`src/rtl/multicycle_control.sv`:
```
// -----------------------------------------------------------------------------
// multicycle_control
//
// Sequencer for a multi-cycle, single-issue RV32I datapath. Each instruction
// is walked through FETCH -> DECODE -> EXECUTE -> (MEMORY) -> (WRITEBACK).
// The block drives the shared memory port handshake, the IR/PC/register-file
// write enables and the datapath mux selects. Illegal opcodes and memory
// requests that stall for MEM_TIMEOUT cycles park the sequencer in TRAP
// until reset.
//
// Optional feature (macro RETIRE_COUNTER_EN):
//   defined   : retired counts completed instructions (wraps modulo
//               2^COUNT_WIDTH)
//   undefined : no counter logic, retired is tied to 0
//
// Ports:
//   clock        in   system clock, rising edge
//   reset        in   asynchronous, active-high reset
//   opcode[6:0]  in   instruction[6:0] from IR
//   funct3[2:0]  in   instruction[14:12] from IR
//   zero         in   ALU zero flag
//   mem_ready    in   memory completes the current request this cycle
//   mem_req      out  memory request, held until mem_ready
//   mem_we       out  store request (qualified by mem_req)
//   addr_sel     out  memory address: 0 = PC, 1 = ALU result
//   ir_write     out  load IR from memory read data
//   pc_write     out  update PC this cycle
//   pc_source    out  0 = PC+4, 1 = PC+imm, 2 = ALU result with bit0 cleared
//   alu_source   out  ALU operand B: 0 = immediate, 1 = rs2 data
//   should_write out  register-file write enable
//   wb_sel       out  0 = ALU result, 1 = memory data, 2 = PC+4
//   trap         out  sticky illegal-instruction / timeout flag
//   state[2:0]   out  current state encoding (debug)
//   retired      out  instructions completed
// -----------------------------------------------------------------------------
module multicycle_control #(
  parameter int MEM_TIMEOUT = 255,
  parameter int COUNT_WIDTH = 32
) (
  input  logic                   clock,
  input  logic                   reset,
  input  logic [6:0]             opcode,
  input  logic [2:0]             funct3,
  input  logic                   zero,
  input  logic                   mem_ready,
  output logic                   mem_req,
  output logic                   mem_we,
  output logic                   addr_sel,
  output logic                   ir_write,
  output logic                   pc_write,
  output logic [1:0]             pc_source,
  output logic                   alu_source,
  output logic                   should_write,
  output logic [1:0]             wb_sel,
  output logic                   trap,
  output logic [2:0]             state,
  output logic [COUNT_WIDTH-1:0] retired
);

  typedef enum logic [2:0] {
    S_FETCH     = 3'd0,
    S_DECODE    = 3'd1,
    S_EXECUTE   = 3'd2,
    S_MEMORY    = 3'd3,
    S_WRITEBACK = 3'd4,
    S_TRAP      = 3'd7
  } state_t;

  typedef enum logic [3:0] {
    C_NONE, C_OP, C_OPIMM, C_LOAD, C_STORE,
    C_BRANCH, C_JAL, C_JALR, C_LUI, C_AUIPC
  } cls_t;

  function automatic cls_t classify(input logic [6:0] op);
    cls_t c;
    case (op)
      7'b0110011: c = C_OP;
      7'b0010011: c = C_OPIMM;
      7'b0000011: c = C_LOAD;
      7'b0100011: c = C_STORE;
      7'b1100011: c = C_BRANCH;
      7'b1101111: c = C_JAL;
      7'b1100111: c = C_JALR;
      7'b0110111: c = C_LUI;
      7'b0010111: c = C_AUIPC;
      default:    c = C_NONE;
    endcase
    return c;
  endfunction

  state_t      state_q, state_d;
  cls_t        cls_q, cls_d;
  logic [2:0]  f3_q, f3_d;
  logic [31:0] to_q, to_d;
  logic        mem_wait;

  // Only funct3[0] (branch sense inversion) steers the sequencer; the other
  // bits are latched alongside it so the decoded instruction stays whole.
  logic unused_f3;
  assign unused_f3 = ^f3_q[2:1];

  assign state = state_q;

  always_ff @(posedge clock or posedge reset) begin
    if (reset) begin
      state_q <= S_FETCH;
      cls_q   <= C_NONE;
      f3_q    <= 3'd0;
      to_q    <= 32'd0;
    end else begin
      state_q <= state_d;
      cls_q   <= cls_d;
      f3_q    <= f3_d;
      to_q    <= to_d;
    end
  end

  always_comb begin
    state_d      = state_q;
    cls_d        = cls_q;
    f3_d         = f3_q;
    mem_req      = 1'b0;
    mem_we       = 1'b0;
    addr_sel     = 1'b0;
    ir_write     = 1'b0;
    pc_write     = 1'b0;
    pc_source    = 2'd0;
    alu_source   = 1'b0;
    should_write = 1'b0;
    wb_sel       = 2'd0;
    trap         = 1'b0;

    case (state_q)
      S_FETCH: begin
        mem_req = 1'b1;
        if (mem_ready) begin
          ir_write = 1'b1;
          state_d  = S_DECODE;
        end
      end

      S_DECODE: begin
        // Class and funct3 are frozen here so the IR may change freely
        // until the next fetch.
        cls_d   = classify(opcode);
        f3_d    = funct3;
        state_d = (classify(opcode) == C_NONE) ? S_TRAP : S_EXECUTE;
      end

      S_EXECUTE: begin
        alu_source = (cls_q == C_OP) || (cls_q == C_BRANCH);
        case (cls_q)
          C_BRANCH: begin
            // ALU subtracts; zero means equal. funct3[0] flips BEQ into BNE.
            pc_write  = 1'b1;
            pc_source = {1'b0, zero ^ f3_q[0]};
            state_d   = S_FETCH;
          end
          C_LOAD, C_STORE: state_d = S_MEMORY;
          default:         state_d = S_WRITEBACK;
        endcase
      end

      S_MEMORY: begin
        mem_req  = 1'b1;
        addr_sel = 1'b1;
        mem_we   = (cls_q == C_STORE);
        if (mem_ready) begin
          if (cls_q == C_STORE) begin
            pc_write = 1'b1;
            state_d  = S_FETCH;
          end else begin
            state_d  = S_WRITEBACK;
          end
        end
      end

      S_WRITEBACK: begin
        should_write = 1'b1;
        pc_write     = 1'b1;
        case (cls_q)
          C_LOAD:  wb_sel = 2'd1;
          C_JAL,
          C_JALR:  wb_sel = 2'd2;
          default: wb_sel = 2'd0;
        endcase
        case (cls_q)
          C_JAL:   pc_source = 2'd1;
          C_JALR:  pc_source = 2'd2;
          default: pc_source = 2'd0;
        endcase
        state_d = S_FETCH;
      end

      S_TRAP: begin
        trap = 1'b1;
      end

      default: state_d = S_TRAP;
    endcase

    // Stall watchdog: counts consecutive unanswered request cycles.
    mem_wait = mem_req && !mem_ready;
    to_d     = mem_wait ? (to_q + 32'd1) : 32'd0;
    if ((MEM_TIMEOUT != 0) && mem_wait && (to_q == 32'(MEM_TIMEOUT - 1)))
      state_d = S_TRAP;

    // Outputs must fall the instant reset asserts, even mid-request.
    if (reset) begin
      mem_req      = 1'b0;
      mem_we       = 1'b0;
      addr_sel     = 1'b0;
      ir_write     = 1'b0;
      pc_write     = 1'b0;
      pc_source    = 2'd0;
      alu_source   = 1'b0;
      should_write = 1'b0;
      wb_sel       = 2'd0;
      trap         = 1'b0;
    end
  end

`ifdef RETIRE_COUNTER_EN
  // pc_write pulses exactly once per completed instruction, so it doubles
  // as the retire strobe.
  logic [COUNT_WIDTH-1:0] retired_q;

  always_ff @(posedge clock or posedge reset) begin
    if (reset)
      retired_q <= '0;
    else if (pc_write)
      retired_q <= retired_q + {{(COUNT_WIDTH-1){1'b0}}, 1'b1};
  end

  assign retired = retired_q;
`else
  assign retired = '0;
`endif

endmodule

```
`config.mk`:
```
export PLATFORM = sky130hd
export DESIGN_NAME = multicycle_control
export DESIGN_NICKNAME = d
export VERILOG_FILES = /design/src/rtl/multicycle_control.sv
export SDC_FILE = /design/constraint.sdc
export NUM_CORES = 1
export LEC_CHECK = 0
export CAP_MARGIN = 10
export CORE_MARGIN = 4
export CORE_UTILIZATION = 40
export CTS_CLUSTER_DIAMETER = 100
export DETAILED_ROUTE_END_ITERATION = 6
export PLACE_DENSITY = 0.63
export SLEW_MARGIN = 5
export SYNTH_ARGS = -nofsm -noshare
export SYNTH_HDL_FRONTEND = slang
export SYNTH_SLANG_ARGS = --single-unit
```
`constraint.sdc`:
```
create_clock -name clock -period 3.58 [get_ports clock]
set_input_delay 0.716 -clock clock [delete_from_list [all_inputs] [get_ports clock]]
set_output_delay 0.716 -clock clock [all_outputs]
set_load 0.01 [all_outputs]
```
* Word-level counts from Yosys, hierarchy flattened
Index checks and enable logic that the tools add are counted.
** Cells by class
- Bitwise gates (word level) :: 1
- Multiplexer cells :: 37
- Reduce and logical (&&, ||, !) cells :: 10
- Eq/ne operators :: 24
- $add $sub $neg :: 1
** Operator list (number)
- 4-bit one-hot mux with 9 select lines :: 1
- 32-bit by 1-bit adder with 32-bit output (second input constant) :: 1
- 32-bit by 8-bit equality test with 1-bit output (second input constant) :: 1
- 32-bit two-way mux :: 1
- 7-bit by 6-bit equality test with 1-bit output (second input constant) :: 3
- 7-bit equality test (second input constant) :: 3
- 1-bit two-way mux :: 20
- 3-bit one-hot mux with 6 select lines :: 1
- 4-bit by 3-bit equality test with 1-bit output (second input constant) :: 4
- 3-bit two-way mux :: 5
- 7-bit by 5-bit equality test with 1-bit output (second input constant) :: 2
- 2-bit one-hot mux with 2 select lines :: 3
- 7-bit by 2-bit equality test with 1-bit output (second input constant) :: 1
- 3-bit by 2-bit equality test with 1-bit output (second input constant) :: 2
- 3-bit equality test (second input constant) :: 2
- 2-bit two-way mux :: 3
- 3-bit inequality test (second input constant) :: 2
- 3-bit one-hot mux with 2 select lines :: 1
- 2-bit OR reduction :: 3
- 4-bit by 1-bit equality test with 1-bit output (second input constant) :: 1
- 4-bit by 2-bit equality test with 1-bit output (second input constant) :: 1
- 4-bit logical NOT :: 1
- 4-bit two-way mux :: 1
- 3-bit by 1-bit equality test with 1-bit output (second input constant) :: 1
- 8 further kinds :: 9
** Storage, ports and cells
- Output and inout bits :: 47
- Input bits :: 14
- Register bits :: 40

* Logic depth before layout (Yosys ltp)
Gate-level depths: netlist of run 1.
- Depth after elaboration :: 7
- Mapped depth :: 7
- Depth with buffers taken out :: 6

* Worst setup path after synthesis of run 1
Ideal clock, no wire load.
- Kind :: input-to-output
- Start point :: input reset
- End point :: output wb_sel[0]
- Buffers on the path :: 1
- Arrival time :: 1.869 ns
- Cell stages on the path :: 6
- Setup slack :: 0.995 ns
- Path through :: clkbuf_1 -> nand2b_1 -> nor3_1 -> nor3b_1 -> nand2_1 -> nor2_1
** Between the ends
- Cells in the longest elaborated chain, start to end :: 1
** Ends and longest elaborated chain
- start: declaration :: RTL line 41 : input logic reset,
- 2-bit two-way mux :: RTL line 209 : if (reset) begin
- end: declaration :: RTL line 54 : output logic [1:0] wb_sel,
Every way passes these cells.

* Worst setup path in the final report of run 1
- Start point :: input reset
- End point :: output pc_source[1]
** Between the ends
- Cells in the longest elaborated chain, start to end :: 1
** Ends and longest elaborated chain
- 2-bit two-way mux :: RTL line 209
- end: declaration :: RTL line 51 : output logic [1:0] pc_source,
Every way passes these cells.

==> impl_metrics.toml, run 1 <==
[placement]
gp_congestion = 0.7844
hpwl_um = 3541
place_area_mm2 = 0.002828
portBuffers = 26

[die]
num_rows = 29
die_area_mm2 = 0.007912
start_util_pct = 41.28
die_y_um = 88.95
num_io_pins = 61
die_x_um = 88.95
core_area_mm2 = 0.006350

[worst_setup_path]
crit_chain = "clkdlybuf4s50_1 > nand2b_1 > nor3_1 > nor3b_1 > and3_1 > clkdlybuf4s50_1"
end_kind = "output port"
crit_fanout = 3
critical_path.n_buffers_inverters = 2
path_depth = 6
critPathMostFrequentCell = "clkdlybuf4s50_1"
required_ns = 2.86
reg2reg_from = "state[0]"
crit_family = "buffers and inverters"
endpoint = "pc_source[1]"
cp_slowest_cell = "clkdlybuf4s50_1"
reg2regPathDepth = 5
worst-r2r-setup-slack_ns = 1.46
crit_type = "in2out"
cp-start-kind = "primary input"
r2r_end = "state[0]"
max_stage_delay_ns = 0.53
arrival_ns = 2.52
critPathLaunch = "reset"

[cts]
cts_resized = 0
clock-root-buffer = "clkbuf_8"
path_clk_slew_ns = 0.08
cts_buffer_depth = 2
cts_tree = "built"
holdBufCountCts = 0
cts_sinks = 40
post_cts_buffers = 0
h-tree-depth = 2
clock_latency_ns = 0.29
cts_buffers = 5

[power_and_ir_drop]
p_leak_uw = 0.001239
total_power_uw = 901.4
power_switching_uw = 200.8
p_per_area_mw_per_mm2 = 305.7
pwr-share-comb_pct = 6.3
p_int_uw = 700.6
swShare_pct = 22.28
clkPwrFrac_pct = 43.2
ir_drop_v = 0.0001657
sequentialPowerShare_pct = 50.5

[timing]
hold_violations = 0
maxSlewHeadroom_pct = 59.51
worst_pin_slew_ns = 0.6048
max_freq_ghz = 0.3093
clock-skew-final_ns = 0.01310
finalSetupTns_ns = 0
final-setup-viol-count = 0
period_minus_slack_ns = 3.233
rsz0062_at_grt = "false"
final_max_slew_viol_count = 0
post-route-period-util_pct = 90.31

[detailed_routing]
vias_per_cell = 5.032
wl_per_cell_um = 12.68
drt_wl_total_um = 5086
drcViolationCount = 0
drtIter0Drc = 104
ant_nets = 0
vias = 2018
drtPass1Iterations = 4

[synthesis]
synth-main-ff-cell = "dfrtp_1"
synth-warning-count = 0
ys_seq_area_share_pct = 38.19
synth_cell_types = 46
netlist_instances = 301
synthesis.area_mm2 = 0.002621
synth_edf_count = 0
ys_ff_latch = 40
syn_avg_cell_area_um2 = 8.709
async_flop_share_pct = 100.0

[final_layout]
antennaDiodeCount = 0
fin_area_mm2 = 0.002949
ff_latch_area_mm2 = 0.001001
final_util_pct = 46.44
fill_cells = 631
layout-drive-gt1-share_pct = 6.790
area_delta_synth_final_pct = 12.51
multi_input_area_mm2 = 0.001414
nNetsFinal = 339

[hold_path]
hp-start = "f3_q[0]"
hp-class = "reg2reg"
hold_depth = 2

[global_route]
first_global_vias = 1829
grt_usage_pct = 13.70
antenna_found_initial = 0
grt_pass1_wl_um = 8604
grt.overflow.total = 0
grt_max_degree = 41

[flow_run]
cap_viol_max_count = 0

[run_status]
status = "finished clean"
## worst min-delay path, stage by stage, from the launching register on
cell	delay (ns)
dfrtp_1	0.37
nand2_1	0.05
nand2_1	0.05
## cells by family after synthesis
logic type	count (synthesis)	share of synthesized area [%]
AO/OA/AOI/OAI	24	5.729
XOR/XNOR	31	10.36
adder cells (fa/ha/maj)	2	0.9545
buffers and inverters	53	12.31
flip-flops	40	38.19
other	1	0.1431
AND/OR/NAND/NOR	150	32.32
## area by class of cell
class                      count  share of cell area [%]
clock buffer                   6                   2.800
clock inverter                 2                   1.315
inverter                       7                  0.8910
multi-input combinational    239                   47.94
sequential                    40                   33.94
tap                           77                   3.267
timing repair buffer          30                   9.843
## power by group through the flow
stage | sequential [uW] | combinational (uW) | clock, uW
after floorplan | 463 | 61.3 | 0
after global placement | 465 | 56.2 | 0
after detailed placement | 465 | 56.4 | 0
after CTS | 456 | 56.6 | 406
after global routing | 456 | 65.0 | 419
final | 456 | 56.5 | 389
## through the flow
step                cells  hold WS (ns)  worst slack (ns)
floorplan             332        0.4668            0.9952
global placement      393        0.4837            0.3751
detailed placement    393        0.4903            0.3259
CTS                   401        0.5097            0.3161
global route          401        0.5355            0.1754
finish                401        0.5013            0.3469
## cell usage in the layout, fill, tap and decap left out, drive strengths merged, types with 2 or more instances in the layout
master / count
clkbuf: 6
nand2: 22
dfrtp: 40
nor3: 9
o21ai: 7
nand3: 16
ha: 2
clkdlybuf4s50: 26
or3b: 2
nand4: 14
xnor2: 5
and2: 3
nand2b: 3
and4: 2
buf: 4
xor2: 26
nand3b: 4
and3: 6
nand4b: 2
a21oi: 8
nor2b: 5
inv: 7
nor2: 45
nor4: 9
nor4b: 3
nor3b: 2
conb: 32
## Yosys cell counts (all sizes together), types with 2 or more instances
cell type / instances / area (um^2)
nand2b: 3 / 18.77
xor2: 26 / 227.7
ha: 2 / 25.02
dfrtp: 40 / 1001
nor3b: 2 / 15.01
nor4: 9 / 86.33
buf: 36 / 259.0
nand2: 22 / 82.58
nor2b: 5 / 31.28
nand4: 14 / 102.6
or3b: 2 / 17.52
clkbuf: 10 / 37.54
and4: 2 / 17.52
nand3: 16 / 80.08
xnor2: 5 / 43.79
and3: 6 / 37.54
o21ai: 7 / 35.03
nor3: 9 / 45.04
and2: 3 / 18.77
inv: 7 / 26.27
nor2: 45 / 178.9
a21oi: 8 / 40.04
nand4b: 2 / 17.52
nor4b: 3 / 41.29
nand3b: 4 / 30.03
## per-layer routing
metal	track usage, %	share of wire [%]	up-vias
li1	-	-	1014
met1	19.56	48	957
met2	20.78	45	42
met3	3.410	5.7	5
met4	3.789	1.1	0
met5	0	0	-
## registers in the layout (all words and copies together), names as in the netlist
signal / flops
state: 3
f3_q: 1
cls_q: 4
to_q: 32
## how the worst min path moves through the flow
stage,to
final,f3_q[0]
after global routing,f3_q[0]
after detailed placement,f3_q[0]
after global placement,f3_q[0]
after CTS,f3_q[0]
after floorplan,f3_q[0]
No activity file was read; power rests on OpenSTA's default activity.
==> run 2: changes to the inputs <==
--- a/config.mk
+++ b/config.mk
@@ -11,6 +11,7 @@
 export CTS_CLUSTER_DIAMETER = 100
 export DETAILED_ROUTE_END_ITERATION = 6
 export PLACE_DENSITY = 0.63
+export SETUP_SLACK_MARGIN = 0.2
 export SLEW_MARGIN = 5
 export SYNTH_ARGS = -nofsm -noshare
 export SYNTH_HDL_FRONTEND = slang
==> impl_metrics.toml, run 2 (synthesized netlist as in run 1, its figures left out) <==
[run_status]
status = "finished clean"

[worst_setup_path]
crit_chain = "clkdlybuf4s50_1 > nand2b_1 > nor3_1 > nor3b_2 > nand2_1 > nor2_1 > clkdlybuf4s50_1"
arrival_ns = 2.42
worst-r2r-setup-slack_ns = 1.46
reg2reg_from = "state[0]"
crit_fanout = 3
required_ns = 2.86
max_stage_delay_ns = 0.54
critical_path.n_buffers_inverters = 2
critPathMostFrequentCell = "clkdlybuf4s50_1"
reg2regPathDepth = 5
crit_type = "in2out"
crit_family = "buffers and inverters"
r2r_end = "state[0]"
cp-start-kind = "primary input"
cp_slowest_cell = "clkdlybuf4s50_1"
end_kind = "output port"

[timing]
finalSetupTns_ns = 0
fin_worst_hold_slack_ns = 0.5013
final-setup-viol-count = 0
rsz0062_at_grt = "false"
max_freq_ghz = 0.3188
clock-skew-final_ns = 0.01312
setup_ws_ns = 0.4436
hold_violations = 0
worst_pin_slew_ns = 0.6048
final_max_slew_viol_count = 0
post-route-period-util_pct = 87.61
period_minus_slack_ns = 3.136
maxSlewHeadroom_pct = 59.51

[final_layout]
regMostFlops = "to_q"
area_delta_synth_final_pct = 12.70
final_cell_mix = "41 x nor2_1, 40 x dfrtp_1, 32 x conb_1, 26 x xor2_1, 26 x clkdlybuf4s50_1"
multi_input_area_mm2 = 0.001419
layout-drive-gt1-share_pct = 7.099
nNetsFinal = 339
fill_cells = 630
ff_latch_area_mm2 = 0.001001
largest_reg_flops = 32
antennaDiodeCount = 0
layout_commonest_cell = "nor2_1"

[die]
num_rows = 29
start_util_pct = 41.28
core_area_mm2 = 0.006350
die_x_um = 88.95
num_io_pins = 61
die_area_mm2 = 0.007912
die_y_um = 88.95

[detailed_routing]
drt_wl_total_um = 5084
wl_per_cell_um = 12.68
ant_nets = 0
drcViolationCount = 0
drtIter0Drc = 106
vias_per_cell = 5.027
vias = 2016
drtPass1Iterations = 4

[global_route]
first_global_vias = 1829
grt_max_degree = 41
grt.overflow.total = 0
grt_usage_pct = 13.70
grt_pass1_wl_um = 8604
antenna_found_initial = 0

[power_and_ir_drop]
p_per_area_mw_per_mm2 = 305.1
ir_drop_v = 0.0001657
p_leak_uw = 0.001243

[cts]
clock-root-buffer = "clkbuf_8"
clock_latency_ns = 0.29
cts_buffer_depth = 2
h-tree-depth = 2
holdBufCountCts = 0
cts_sinks = 40
cts_buffers = 5
cts_tree = "built"
path_clk_slew_ns = 0.08

[flow_run]
cap_viol_max_count = 0

[hold_path]
hold_path_end = "f3_q[0]"
hold_depth = 2
hp-start = "f3_q[0]"
hp-class = "reg2reg"

[placement]
pre_cts_slack_ns = 0.3259
gp_congestion = 0.7844
portBuffers = 26
hpwl_um = 3541
run 2: cell type report:
cell class | instances | share of cell area, %
multi-input cells | 239 | 48.03
clock inverters | 2 | 1.313
clock buffers | 6 | 2.795
flip-flops and latches | 40 | 33.88
inverters | 7 | 0.8895
well taps | 77 | 3.261
repair buffers | 30 | 9.826
run 2: worst max path at each step:
stage               start            to  slack (ns)  depth (start not counted)
detailed placement  reset  pc_source[1]        0.33                          6
CTS                 reset  pc_source[1]        0.32                          6
floorplan           reset     wb_sel[0]         1.0                          6
global route        reset     wb_sel[0]        0.27                          7
finish              reset     wb_sel[0]        0.44                          7
global placement    reset     wb_sel[0]        0.38                          7
run 2: report_power, final:
part | internal [uW] | total [uW] | switching, uW
Combinational | 19.7 | 56.5 | 36.7
Clock | 228 | 389 | 161
Sequential | 453 | 456 | 2.75
run 2: what timing repair did:
item / 4_1_cts / 5_1_grt
gates resized for setup: 0 / 1
buffers inserted: 0 / 0
endpoints found under the setup margin: 0 / 2
run 2: worst min-delay path, stage by stage (launching register included):
cell and delay [ns]:
dfrtp_1 0.37, nand2_1 0.05, nand2_1 0.05
run 2: metal layers:
layer  up-vias  track usage (%)  routed length, um
met4         0            3.789                 57
li1       1013                -                  -
met5         -                0                  0
met3         5            3.410                290
met1       956            19.56               2447
met2        42            20.78               2289
run 2: through the flow:
stage | util (%) | cells | area [um^2] | total power, uW
CTS | 46.44 | 401 | 2949 | 918.4
detailed placement | 44.53 | 393 | 2828 | 520.9
finish | 46.52 | 401 | 2954 | 901.3
global route | 46.52 | 401 | 2954 | 940.6
global placement | 44.53 | 393 | 2828 | 520.8
floorplan | - | 332 | 2738 | 524.1
==> run 3: changes to the inputs <==
--- a/config.mk
+++ b/config.mk
@@ -10,7 +10,7 @@
 export CORE_UTILIZATION = 40
 export CTS_CLUSTER_DIAMETER = 100
 export DETAILED_ROUTE_END_ITERATION = 6
-export PLACE_DENSITY = 0.63
+export PLACE_DENSITY = 0.75
 export SETUP_SLACK_MARGIN = 0.2
 export SLEW_MARGIN = 5
 export SYNTH_ARGS = -nofsm -noshare
==> impl_metrics.toml, run 3 (synthesized netlist as in run 1, its figures left out) <==
[final_layout]
final_util_pct = 46.27
layout-drive-gt1-share_pct = 6.811
final_cell_mix = "41 x nor2_1, 40 x dfrtp_1, 32 x conb_1, 26 x xor2_1, 26 x clkdlybuf4s50_1"
area_delta_synth_final_pct = 12.08
nNetsFinal = 338
largest_reg_flops = 32
layout_commonest_cell = "nor2_1"
fill_cells = 612
antennaDiodeCount = 0
regMostFlops = "to_q"

[timing]
finalSetupTns_ns = 0
maxSlewHeadroom_pct = 59.38
worst_pin_slew_ns = 0.6067
hold_violations = 0
period_minus_slack_ns = 3.148
final-setup-viol-count = 0
post-route-period-util_pct = 87.92
rsz0062_at_grt = "false"
clock-skew-final_ns = 0.007757
max_freq_ghz = 0.3177
final_max_slew_viol_count = 0

[worst_setup_path]
crit_family = "buffers and inverters"
cp-start-kind = "primary input"
crit_type = "in2out"
max_stage_delay_ns = 0.55
critical_path.n_buffers_inverters = 2
arrival_ns = 2.43
cp_slowest_cell = "clkdlybuf4s50_1"
end_kind = "output port"
required_ns = 2.86
crit_chain = "clkdlybuf4s50_1 > nand2b_1 > nor3_2 > nor3b_2 > nand2_1 > nor2_1 > clkdlybuf4s50_1"
crit_fanout = 3
critPathMostFrequentCell = "clkdlybuf4s50_1"

[die]
num_rows = 29
die_x_um = 88.95
die_area_mm2 = 0.007912
start_util_pct = 41.28
num_io_pins = 61
die_y_um = 88.95
core_area_mm2 = 0.006350

[global_route]
first_global_vias = 1970
grt_max_degree = 34
grt.overflow.total = 0
grt_usage_pct = 13.76
antenna_found_initial = 0
grt_pass1_wl_um = 8666

[cts]
cts_resized = 0
path_clk_slew_ns = 0.08
cts_tree = "built"
clock-root-buffer = "clkbuf_8"
cts_buffer_depth = 2
cts_buffers = 5
holdBufCountCts = 0
clock_latency_ns = 0.29
cts_sinks = 40
post_cts_buffers = 0
h-tree-depth = 2

[run_status]
status = "finished clean"

[detailed_routing]
vias = 2063
drt_wl_total_um = 4936
drtIter0Drc = 97
drcViolationCount = 0
vias_per_cell = 5.158
wl_per_cell_um = 12.34
drtPass1Iterations = 4
ant_nets = 0

[flow_run]
cap_viol_max_count = 0

[placement]
portBuffers = 26
gp_congestion = 0.8066
hpwl_um = 3538

[power_and_ir_drop]
p_per_area_mw_per_mm2 = 296.9
ir_drop_v = 0.0001764
p_leak_uw = 0.001233

[hold_path]
hp-class = "reg2reg"
-- run 3: cell types whose count changed in the layout (fill, tap and decap cells not counted) --
cell      change
buf_4         -1
clkinv_4      -1
clkinv_2      +1
nor3_2        +1
clkbuf_8      -1
clkbuf_1      +1
nor3_1        -1
-- run 3: tightest hold or removal path, cell delays in order, from the launching register on --
cell,delay (ns)
dfrtp_1,0.37
nand2_1,0.06
nand2_1,0.06
-- run 3: metal layers --
layer / track usage (%) / up-vias / routed length [um]
li1: - / 1009 / -
met4: 7.037 / 0 / 108
met3: 2.396 / 8 / 233
met5: 0 / - / 0
met2: 22.74 / 40 / 2333
met1: 17.29 / 1006 / 2261
-- run 3: worst paths after layout --
path	slack, ns	to	cells after the start	from
setup / recovery	0.43	wb_sel[0]	7	reset
min in group asynchronous	0.92	state[2]	3	reset
hold / removal	0.51	f3_q[0]	2	f3_q[0]
setup reg to reg	1.42	state[0]	5	state[0]
hold reg to reg	0.51	f3_q[0]	2	f3_q[0]
max in group asynchronous	1.93	to_q[0]	4	reset
-- run 3: area by class of cell --
cell class | instances | area, um^2 | area share (%)
flip-flops and latches | 40 | 1001 | 34.07
clock buffers | 6 | 72.57 | 2.470
repair buffers | 29 | 282.8 | 9.625
inverters | 7 | 26.28 | 0.8944
well taps | 77 | 96.34 | 3.279
multi-input cells | 239 | 1424 | 48.47
clock inverters | 2 | 35.03 | 1.193
-- run 3: power breakdown --
| group | total [uW] | switching (uW) | internal [uW] | leakage, uW |
|---|---|---|---|---|
| logic | 56.4 | 36.7 | 19.7 | 0.000649 |
| registers | 456 | 2.66 | 453 | 0.000528 |
| clock network | 360 | 153 | 207 | 0.0000552 |
-- run 3: stage by stage --
stage | instance area [um^2] | setup WS (ns) | power (uW) | instances | hold slack (ns)
3_3_place_gp | 2820 | 0.3458 | 519.9 | 392 | 0.4802
6_report | 2938 | 0.4323 | 872.2 | 400 | 0.5101
5_1_grt | 2938 | 0.2813 | 915.5 | 400 | 0.5458
2_1_floorplan | 2738 | 0.9952 | 524.1 | 332 | 0.4668
4_1_cts | 2928 | 0.2725 | 883.3 | 400 | 0.5212
3_5_place_dp | 2820 | 0.2766 | 520.7 | 392 | 0.5015
